### config.mk
export PLATFORM = sky130hd
export DESIGN_NAME = instr_fetch_flat
export DESIGN_NICKNAME = d
export VERILOG_FILES = /design/src/rtl/instr_fetch_if.sv /design/src/rtl/instr_fetch.sv /design/src/flat_wrapper.sv
export SDC_FILE = /design/constraint.sdc
export NUM_CORES = 1
export LEC_CHECK = 0
export CORE_MARGIN = 3
export CORE_UTILIZATION = 45
export CTS_CLUSTER_SIZE = 28
export DETAILED_ROUTE_END_ITERATION = 6
export PLACE_DENSITY = 0.74
export SKIP_LAST_GASP = 1
export SYNTH_ARGS = -nofsm -noshare
export SYNTH_HDL_FRONTEND = slang
export SYNTH_SLANG_ARGS = --single-unit
### constraint.sdc
create_clock -name clk -period 8.45 [get_ports clk]
set_clock_uncertainty 0.05 [all_clocks]
set_input_delay 1.2675 -clock clk [delete_from_list [all_inputs] [get_ports clk]]
set_output_delay 1.2675 -clock clk [all_outputs]
set_load 0.01 [all_outputs]
### src/rtl/instr_fetch_if.sv
// Fetch-stage bundle: instruction-memory request/response, branch redirect and decode-side handshake.
// fetch_fault is present only when IFETCH_MISALIGN_TRAP_EN is defined.
interface instr_fetch_if #(
  parameter int XLEN = 32
);
  logic            imem_req_valid;
  logic            imem_req_ready;
  logic [XLEN-1:0] imem_addr;
  logic            imem_rsp_valid;
  logic [31:0]     imem_rsp_data;
  logic            redirect_valid;
  logic [XLEN-1:0] redirect_pc;
  logic            instr_valid;
  logic            instr_ready;
  logic [31:0]     instr;
  logic [6:0]      opcode;
  logic [XLEN-1:0] instr_pc;
  logic [XLEN-1:0] instr_pc_plus4;
`ifdef IFETCH_MISALIGN_TRAP_EN
  logic            fetch_fault;
`endif

  modport master (
    input  imem_req_ready, imem_rsp_valid, imem_rsp_data, redirect_valid, redirect_pc, instr_ready,
`ifdef IFETCH_MISALIGN_TRAP_EN
    output fetch_fault,
`endif
    output imem_req_valid, imem_addr, instr_valid, instr, opcode, instr_pc, instr_pc_plus4
  );

  modport slave (
    output imem_req_ready, imem_rsp_valid, imem_rsp_data, redirect_valid, redirect_pc, instr_ready,
`ifdef IFETCH_MISALIGN_TRAP_EN
    input  fetch_fault,
`endif
    input  imem_req_valid, imem_addr, instr_valid, instr, opcode, instr_pc, instr_pc_plus4
  );
endinterface

### src/rtl/instr_fetch.sv
// RV32I fetch: credit-limited in-order imem requests, response FIFO to decode (>=1 cycle after rsp); stalls on !imem_req_ready, holds FIFO on !instr_ready.
// Redirects flush and drop in-flight words; IFETCH_MISALIGN_TRAP_EN adds a HALT state and fetch_fault on misaligned targets.
module instr_fetch #(
  parameter int              XLEN       = 32,
  parameter logic [XLEN-1:0] RESET_PC   = '0,
  parameter int              FIFO_DEPTH = 2
) (
  input  logic          clk,
  input  logic          reset,
  instr_fetch_if.master bus
);
  localparam int CW  = $clog2(FIFO_DEPTH + 1);
  localparam int CUW = CW + 1;
  localparam int PW  = $clog2(FIFO_DEPTH);

`ifdef IFETCH_MISALIGN_TRAP_EN
  typedef enum logic {FETCH, HALT} state_e;
`else
  typedef enum logic {FETCH} state_e;
`endif

  state_e          state_q, state_d;
  logic [XLEN-1:0] pc_q, pc_d;
  logic [CW-1:0]   out_q, out_d;
  logic [CW-1:0]   drop_q, drop_d;
  logic [CW-1:0]   cnt_q, cnt_d;
  logic [PW-1:0]   rd_q, rd_d;
  logic [PW-1:0]   wr_q, wr_d;
  logic [31:0]     word_q [FIFO_DEPTH];
  logic [XLEN-1:0] wpc_q  [FIFO_DEPTH];

  logic            push;
  logic            pop;
  logic            req_fire;
  logic [CW-1:0]   rsp_dec;
  logic [CUW-1:0]  credit_used;
  logic [XLEN-1:0] tgt_pc;
  logic [XLEN-1:0] rsp_pc;
  logic            nonempty;

  assign tgt_pc      = bus.redirect_pc & ~XLEN'(3);
  assign credit_used = CUW'(out_q) + CUW'(cnt_q);
  assign nonempty    = (cnt_q != '0);
  assign rsp_dec     = CW'(bus.imem_rsp_valid && (out_q != '0));
  // Oldest outstanding request; only meaningful once all dropped words have drained.
  assign rsp_pc      = pc_q - (XLEN'(out_q) << 2);

  assign bus.imem_req_valid = !reset && !bus.redirect_valid && (state_q == FETCH) &&
                              (credit_used < CUW'(FIFO_DEPTH));
  assign bus.imem_addr      = pc_q;
  assign req_fire           = bus.imem_req_valid && bus.imem_req_ready;

  assign bus.instr_valid    = !reset && nonempty && !bus.redirect_valid;
  assign pop                = bus.instr_valid && bus.instr_ready;
  assign bus.instr          = nonempty ? word_q[rd_q] : '0;
  assign bus.opcode         = bus.instr[6:0];
  assign bus.instr_pc       = nonempty ? wpc_q[rd_q] : '0;
  assign bus.instr_pc_plus4 = nonempty ? wpc_q[rd_q] + XLEN'(4) : '0;

`ifdef IFETCH_MISALIGN_TRAP_EN
  logic misalign;
  assign misalign        = (bus.redirect_pc[1:0] != 2'b00);
  assign bus.fetch_fault = (state_q == HALT);
`endif

  always_comb begin
    state_d = state_q;
    pc_d    = pc_q;
    out_d   = out_q;
    drop_d  = drop_q;
    cnt_d   = cnt_q;
    rd_d    = rd_q;
    wr_d    = wr_q;
    push    = 1'b0;
    if (bus.redirect_valid) begin
      // Everything still in flight, minus the word arriving now, becomes garbage.
      pc_d   = tgt_pc;
      out_d  = out_q - rsp_dec;
      drop_d = out_q - rsp_dec;
      cnt_d  = '0;
      rd_d   = '0;
      wr_d   = '0;
`ifdef IFETCH_MISALIGN_TRAP_EN
      state_d = misalign ? HALT : FETCH;
`endif
    end else begin
      if (req_fire) begin
        pc_d = pc_q + XLEN'(4);
      end
      if (bus.imem_rsp_valid) begin
        if (drop_q != '0) begin
          drop_d = drop_q - CW'(1);
        end else begin
          push = 1'b1;
        end
      end
      out_d = out_q + CW'(req_fire) - rsp_dec;
      if (push) begin
        wr_d = wr_q + PW'(1);
      end
      if (pop) begin
        rd_d = rd_q + PW'(1);
      end
      cnt_d = cnt_q + CW'(push) - CW'(pop);
    end
  end

  always_ff @(posedge clk) begin
    if (reset) begin
      state_q <= FETCH;
      pc_q    <= RESET_PC;
      out_q   <= '0;
      drop_q  <= '0;
      cnt_q   <= '0;
      rd_q    <= '0;
      wr_q    <= '0;
    end else begin
      state_q <= state_d;
      pc_q    <= pc_d;
      out_q   <= out_d;
      drop_q  <= drop_d;
      cnt_q   <= cnt_d;
      rd_q    <= rd_d;
      wr_q    <= wr_d;
    end
  end

  always_ff @(posedge clk) begin
    if (push && !reset) begin
      word_q[wr_q] <= bus.imem_rsp_data;
      wpc_q[wr_q]  <= rsp_pc;
    end
  end

  a_rsp_has_request: assert property (@(posedge clk) disable iff (reset)
    bus.imem_rsp_valid |-> (out_q != '0));
endmodule

### src/flat_wrapper.sv
// flat-port wrapper written by rule: the top's interface ports become plain ports
module instr_fetch_flat 
#(
  parameter int              XLEN       = 32,
  parameter logic [XLEN-1:0] RESET_PC   = '0,
  parameter int              FIFO_DEPTH = 2
)
  (clk, reset, bus_imem_req_ready, bus_imem_rsp_valid, bus_imem_rsp_data, bus_redirect_valid, bus_redirect_pc, bus_instr_ready, bus_imem_req_valid, bus_imem_addr, bus_instr_valid, bus_instr, bus_opcode, bus_instr_pc, bus_instr_pc_plus4);
  instr_fetch_if #(.XLEN(XLEN)) bus_i ();
  input  logic clk;
  input  logic reset;
  input wire logic [$bits(bus_i.imem_req_ready)-1:0] bus_imem_req_ready;
  input wire logic [$bits(bus_i.imem_rsp_valid)-1:0] bus_imem_rsp_valid;
  input wire logic [$bits(bus_i.imem_rsp_data)-1:0] bus_imem_rsp_data;
  input wire logic [$bits(bus_i.redirect_valid)-1:0] bus_redirect_valid;
  input wire logic [$bits(bus_i.redirect_pc)-1:0] bus_redirect_pc;
  input wire logic [$bits(bus_i.instr_ready)-1:0] bus_instr_ready;
  output wire logic [$bits(bus_i.imem_req_valid)-1:0] bus_imem_req_valid;
  output wire logic [$bits(bus_i.imem_addr)-1:0] bus_imem_addr;
  output wire logic [$bits(bus_i.instr_valid)-1:0] bus_instr_valid;
  output wire logic [$bits(bus_i.instr)-1:0] bus_instr;
  output wire logic [$bits(bus_i.opcode)-1:0] bus_opcode;
  output wire logic [$bits(bus_i.instr_pc)-1:0] bus_instr_pc;
  output wire logic [$bits(bus_i.instr_pc_plus4)-1:0] bus_instr_pc_plus4;
  assign bus_i.imem_req_ready = bus_imem_req_ready;
  assign bus_i.imem_rsp_valid = bus_imem_rsp_valid;
  assign bus_i.imem_rsp_data = bus_imem_rsp_data;
  assign bus_i.redirect_valid = bus_redirect_valid;
  assign bus_i.redirect_pc = bus_redirect_pc;
  assign bus_i.instr_ready = bus_instr_ready;
  assign bus_imem_req_valid = bus_i.imem_req_valid;
  assign bus_imem_addr = bus_i.imem_addr;
  assign bus_instr_valid = bus_i.instr_valid;
  assign bus_instr = bus_i.instr;
  assign bus_opcode = bus_i.opcode;
  assign bus_instr_pc = bus_i.instr_pc;
  assign bus_instr_pc_plus4 = bus_i.instr_pc_plus4;
  instr_fetch #(.XLEN(XLEN), .RESET_PC(RESET_PC), .FIFO_DEPTH(FIFO_DEPTH)) u_core (.clk(clk), .reset(reset), .bus(bus_i));
endmodule
==> results.cfg, run 1 <==
[status]
status = completed

[clocking]
postCtsHoldBufs = 0
clockBufferDepth = 2
cts_made_buffers = 17
cts_root_buf = clkbuf_16
cts_setup_buffers = 0
cts_tree = yes
clk_pin_slew_ps = 60
clock_sinks = 163
htree_levels = 4
cts_resized = 0
clk_latency_ps = 420

[placed_design]
dp_hpwl_um = 15800
portBuffers = 198
dp.cells = 1179
routabilityCongestion = 0.870

[setup_path]
cp.required_ps = 7130
reg2reg_to = u_core.bus.imem_addr[20]
reg2reg_slack_ps = 4940
startpoint_type = flip-flop
reg2reg_depth = 9
crit_fanout = 60
criticalPathCategory = flip-flop to output port
arrival_ps = 4470
r2r_start = u_core.cnt_q[0]
cp-end-kind = output port

[yosys]
synth-compound-area-share_pct = 9.24
synth_cell_type_count = 61
ys_seq_elements = 163
synth_cells = 808
synth_flop_cell = edfxtp_1
synth_area_per_cell_sq_um = 10.6
synth-edff-count = 124
yosys.area_share.simple_pct = 18.4
synth_fa_ha_area_share_pct = 1.79
ys_seq_area_share_pct = 52.7
async_flop_share_pct = 0
synth_xor_area_share_pct = 4.80
synth_top_family_by_area = simple AND/OR/NAND/NOR gates
synth_area_sq_um = 8540
muxShareOfSynthArea_pct = 8.20
yosysWarnings = 0

[layout]
stdcell_count = 1209
final-seq-area_sq_um = 4510
multi_input_area_sq_um = 3660
final_common_cell = clkdlybuf4s50_1
fill_cells = 1511
nets = 1050
syn_to_final_growth_pct = 30.4
antenna_cells = 0
final_cell_mix = clkdlybuf4s50_1 (198), edfxtp_1 (124), nor2_1 (111)
drive_gt1_share_pct = 6.02

[timing]
hold_viol = 0
worstMarginPinSlew_ps = 1040
slew_headroom_pct = 30.9
setup_tns_ps = 0
rsz0062_at_grt = no
post-route-period-util_pct = 68.5
finalSetupViolCount = 0
fin_crit_ps = 5790
final_max_slew_viol_count = 0
fmax_mhz = 173

[pwr]
power_mw = 2.12
leakagePower_nw = 3.69
p_per_area_nw_per_um2 = 190
max-vdd-ir-drop_uv = 152

[routing]
wl_per_cell_um = 18.0
drc_errors = 0
drt-initial-drc-count = 481
antenna_left = 0
wl_um = 21700
via_per_inst = 5.57
dr.pass1.iters = 5
via_count = 6736

[min_path]
hold_depth = 2
hp-class = flip-flop to flip-flop
hp-start = u_core.rd_q

[run]
cap_viol_max_count = 0

[floorplanning]
core-area_sq_um = 18300
ioPinCount = 207
fp-row-count = 49
start_util_pct = 46.6
die_area_sq_um = 20700
dieHeight_um = 144
die_w_um = 144

[grt]
antenna_found_initial = 0
grt-ovfl-total = 0
grt_max_degree = 63
grt_usage_pct = 20.6
grt_busiest_layer = met2
grtUsageMet3_pct = 5.26
grt_pass1_vias = 6342
met1_usage_pct = 29.2
grt_pass1_wl_um = 33400
use_met2_pct = 31.3
-- area by class of cell --
| cell class | count | area share [%] |
|---|---|---|
| Sequential cell | 163 | 40.5 |
| Multi-Input combinational cell | 560 | 32.9 |
| Timing Repair Buffer | 205 | 18.3 |
| Clock buffer | 19 | 3.88 |
| Tap cell | 229 | 2.57 |
| Clock inverter | 11 | 1.25 |
| Inverter | 22 | 0.741 |
-- cell usage after synthesis (all sizes together) (6+ instances only) --
| master | instances | area [sq um] |
|---|---|---|
| and4 | 6 | 52.6 |
| mux2i | 61 | 611 |
| nor3 | 12 | 60.1 |
| clkbuf | 36 | 135 |
| inv | 22 | 82.6 |
| xor2 | 21 | 184 |
| buf | 32 | 193 |
| a31oi | 9 | 56.3 |
| xnor2 | 25 | 226 |
| nand3 | 25 | 130 |
| and3 | 6 | 37.5 |
| a21oi | 26 | 130 |
| a211oi | 6 | 45.0 |
| nand4b | 7 | 61.3 |
| nand3b | 6 | 45.0 |
| ha | 9 | 113 |
| nand2 | 64 | 240 |
| or4 | 7 | 60.1 |
| nand4 | 18 | 113 |
| o31ai | 6 | 45.0 |
| mux2 | 8 | 90.1 |
| nor2 | 112 | 420 |
| o21ai | 24 | 120 |
| edfxtp | 124 | 3720 |
| nor4 | 16 | 106 |
| dfxtp | 39 | 781 |
| or3 | 8 | 50.1 |
| and2 | 9 | 56.3 |
-- power by group --
| group | total (mW) | switching [mW] | leakage, nW | internal [mW] |
|---|---|---|---|---|
| Sequential | 0.957 | 0.0385 | 1.46 | 0.918 |
| Combinational | 0.404 | 0.213 | 1.96 | 0.192 |
| Clock | 0.757 | 0.299 | 0.274 | 0.458 |
| Total | 2.12 | 0.550 | 3.69 | 1.57 |
-- routing by layer --
layer,share of wire (%),vias to the layer above,routed length (um)
met3,9.7,25,2100
met2,44,288,9440
met1,45,3149,9870
li1,-,3274,-
met5,0,-,0
met4,1.4,0,297
-- state kept, by name, indices dropped and copies added (netlist names), named ones only --
| signal | cells |
|---|---|
| u_core.cnt_q | 2 |
| u_core.wr_q | 1 |
| u_core.word_q | 64 |
| u_core.wpc_q | 60 |
| u_core.rd_q | 1 |
| u_core.out_q | 2 |
| u_core.drop_q | 2 |
| u_core.bus.imem_addr | 30 |
-- cells by family (layout without fill, tap and decap cells) --
family,Yosys count,in the layout
flops,163,163
simple gates,315,315
other cells,1,6
xor+xnor,46,46
buf+inv,90,257
fa+ha+maj,11,11
mux,69,69
compound gates,113,113
-- per-stage QoR --
stage          hold WS [ps]  util, %  cell area (sq um)  worst slack [ps]
2_1_floorplan           431        -               8560              1690
3_3_place_gp            441     57.7              10600              3080
3_5_place_dp            452     57.7              10600              3080
4_1_cts                 471     60.8              11100              2620
5_1_grt                 527     60.8              11100              2340
6_report                474     60.8              11100              2660
-- worst max-delay path: stages (launching register included) --
cell             delay, ps
dfxtp_4                710
buf_4                  680
nand4_1                230
a22oi_1                720
nand4_1                530
a21oi_1                330
mux2_2                 360
clkdlybuf4s50_1        470
-- worst max path at each step --
stage / start / to / slack (ps) / depth (start not counted)
floorplan: reset / u_core.word_q[0][0] / 1690 / 4
global placement: flip-flop / bus_instr_pc_plus4[27] / 3080 / 7
detailed placement: flip-flop / bus_instr_pc_plus4[23] / 3080 / 7
CTS: flip-flop / bus_instr_pc_plus4[23] / 2620 / 7
global route: flip-flop / bus_instr_pc_plus4[24] / 2340 / 7
finish: flip-flop / bus_instr_pc_plus4[23] / 2660 / 7
Power figures use the tool's default switching activity.
==> run 2, diff against run 1 <==
Settings changed: PLACE_DENSITY 0.74 to 0.77.
Clock period 8.45 ns to 5.1 ns, I/O delays scaled along.
==> run 2 against run 1 <==
Sequential share of layout area down 0.095 points. Via count grew 0.77%. Critical path depth increased by 1. Cell count is 0.50% higher. Die area did not move. Non-clock buffer count is 5 higher. Sequential power rose by 65%. Critical endpoint is now bus_instr_pc_plus4[28]. Largest power group unchanged.
==> results.cfg, run 2 (synthesized netlist as in run 1, its figures left out) <==
[clocking]
cts_made_buffers = 17
cts_root_buf = clkbuf_16
clockBufferDepth = 2
clk_pin_slew_ps = 60
clk_latency_ps = 420
cts_resized = 0
htree_levels = 4
cts_tree = yes
clock_sinks = 163
postCtsHoldBufs = 0
cts_setup_buffers = 0

[min_path]
hold_depth = 2
hp-start = u_core.rd_q
holdPathEnd = u_core.rd_q
hp-class = flip-flop to flip-flop

[setup_path]
crit_fanout = 37
cp.required_ps = 4280
r2r_start = u_core.cnt_q[0]
startpoint_type = flip-flop
criticalPathCategory = flip-flop to output port
reg2reg_to = u_core.bus.imem_addr[20]
arrival_ps = 3790
cp-end-kind = output port
reg2reg_depth = 9
reg2reg_slack_ps = 1680

[routing]
dr.pass1.iters = 5
drt-initial-drc-count = 610
via_count = 6788
wl_per_cell_um = 18.2
antenna_left = 0
drc_errors = 0
via_per_inst = 5.59
wl_um = 22100

[pwr]
p_per_area_nw_per_um2 = 310
netSwitchingPower_uw = 952
comb_power_share_pct = 19.4
switching_share_pct = 27.5
seqPwrFrac_pct = 45.7
clkPwrFrac_pct = 34.8
max-vdd-ir-drop_uv = 206
leakagePower_nw = 3.69
p_int_mw = 2.51

[timing]
finalSetupViolCount = 0
setup_tns_ps = 0
rsz0062_at_grt = no
hold_viol = 0
fmax_mhz = 217
fin_crit_ps = 4610
final_max_slew_viol_count = 0
slew_headroom_pct = 27.5
setup_ws_ps = 491
post-route-period-util_pct = 90.4
worstMarginPinSlew_ps = 1090

[placed_design]
placed_area_sq_um = 10600
dp.cells = 1184
place_ws_ps = 921
portBuffers = 198
routabilityCongestion = 0.835
dp_hpwl_um = 16200

[floorplanning]
die_area_sq_um = 20700
die_w_um = 144
start_util_pct = 46.6
core-area_sq_um = 18300
fp-row-count = 49
ioPinCount = 207
dieHeight_um = 144

[layout]
final_core_util_pct = 60.9
antenna_cells = 0
final_common_cell = clkdlybuf4s50_1
final_cell_mix = clkdlybuf4s50_1 (198), edfxtp_1 (124), nor2_1 (111)
nets = 1055
drive_gt1_share_pct = 6.69
top_register = u_core.word_q
largest_register_ffs = 64
post-route-cell-area_sq_um = 11200
stdcell_count = 1215
syn_to_final_growth_pct = 30.8

[status]
status = completed

[grt]
antenna_found_initial = 0
grt-ovfl-total = 0
grt_pass1_vias = 6516
grt_pass1_wl_um = 34000
grt_max_degree = 63
grt_usage_pct = 20.9

[run]
cap_viol_max_count = 0
[run 2: through the flow]
stage	hold slack, ps	power, mW
2_1_floorplan	431	1.99
3_3_place_gp	449	2.27
3_5_place_dp	459	2.28
4_1_cts	479	3.49
5_1_grt	498	3.62
6_report	473	3.47
[run 2: power by group through the flow]
stage | logic, mW | registers (mW) | clock network [mW]
floorplan | 0.396 | 1.59 | 0
global placement | 0.660 | 1.61 | 0
detailed placement | 0.673 | 1.61 | 0
CTS | 0.678 | 1.58 | 1.23
global route | 0.746 | 1.59 | 1.28
finish | 0.674 | 1.58 | 1.21
[run 2: worst max-delay path: stages, from the launching register on]
cell,delay [ps]
dfxtp_4,670
buf_4,470
mux2i_1,230
nor4_1,280
buf_4,230
nand4_1,170
nor4b_1,450
mux2_2,380
clkdlybuf4s50_1,480
[run 2: area by class of cell]
| class | count | area, sq um |
|---|---|---|
| Timing Repair Buffer | 210 | 2070 |
| Fill cell | 1486 | 7160 |
| Clock buffer | 17 | 425 |
| Clock inverter | 14 | 129 |
| Inverter | 22 | 82.6 |
| Tap cell | 229 | 287 |
| Sequential cell | 163 | 4510 |
| Multi-Input combinational cell | 560 | 3670 |
[run 2: worst max-delay path by stage]
stage	from	to	cells past startpoint
2_1_floorplan	reset	u_core.word_q[0][0]	4
5_1_grt	flip-flop	bus_instr_pc_plus4[24]	8
3_5_place_dp	flip-flop	bus_instr_pc_plus4[28]	8
3_3_place_gp	flip-flop	bus_instr_pc_plus4[28]	8
6_report	flip-flop	bus_instr_pc_plus4[28]	8
4_1_cts	flip-flop	bus_instr_pc_plus4[28]	8
[run 2: layer usage]
metal	share of wire, %	vias to the layer above	global-route usage (%)
li1	-	3281	-
met1	45	3152	29.2
met2	45	334	32.9
met3	9.7	21	5.09
met4	0.90	0	5.20
met5	0	-	0
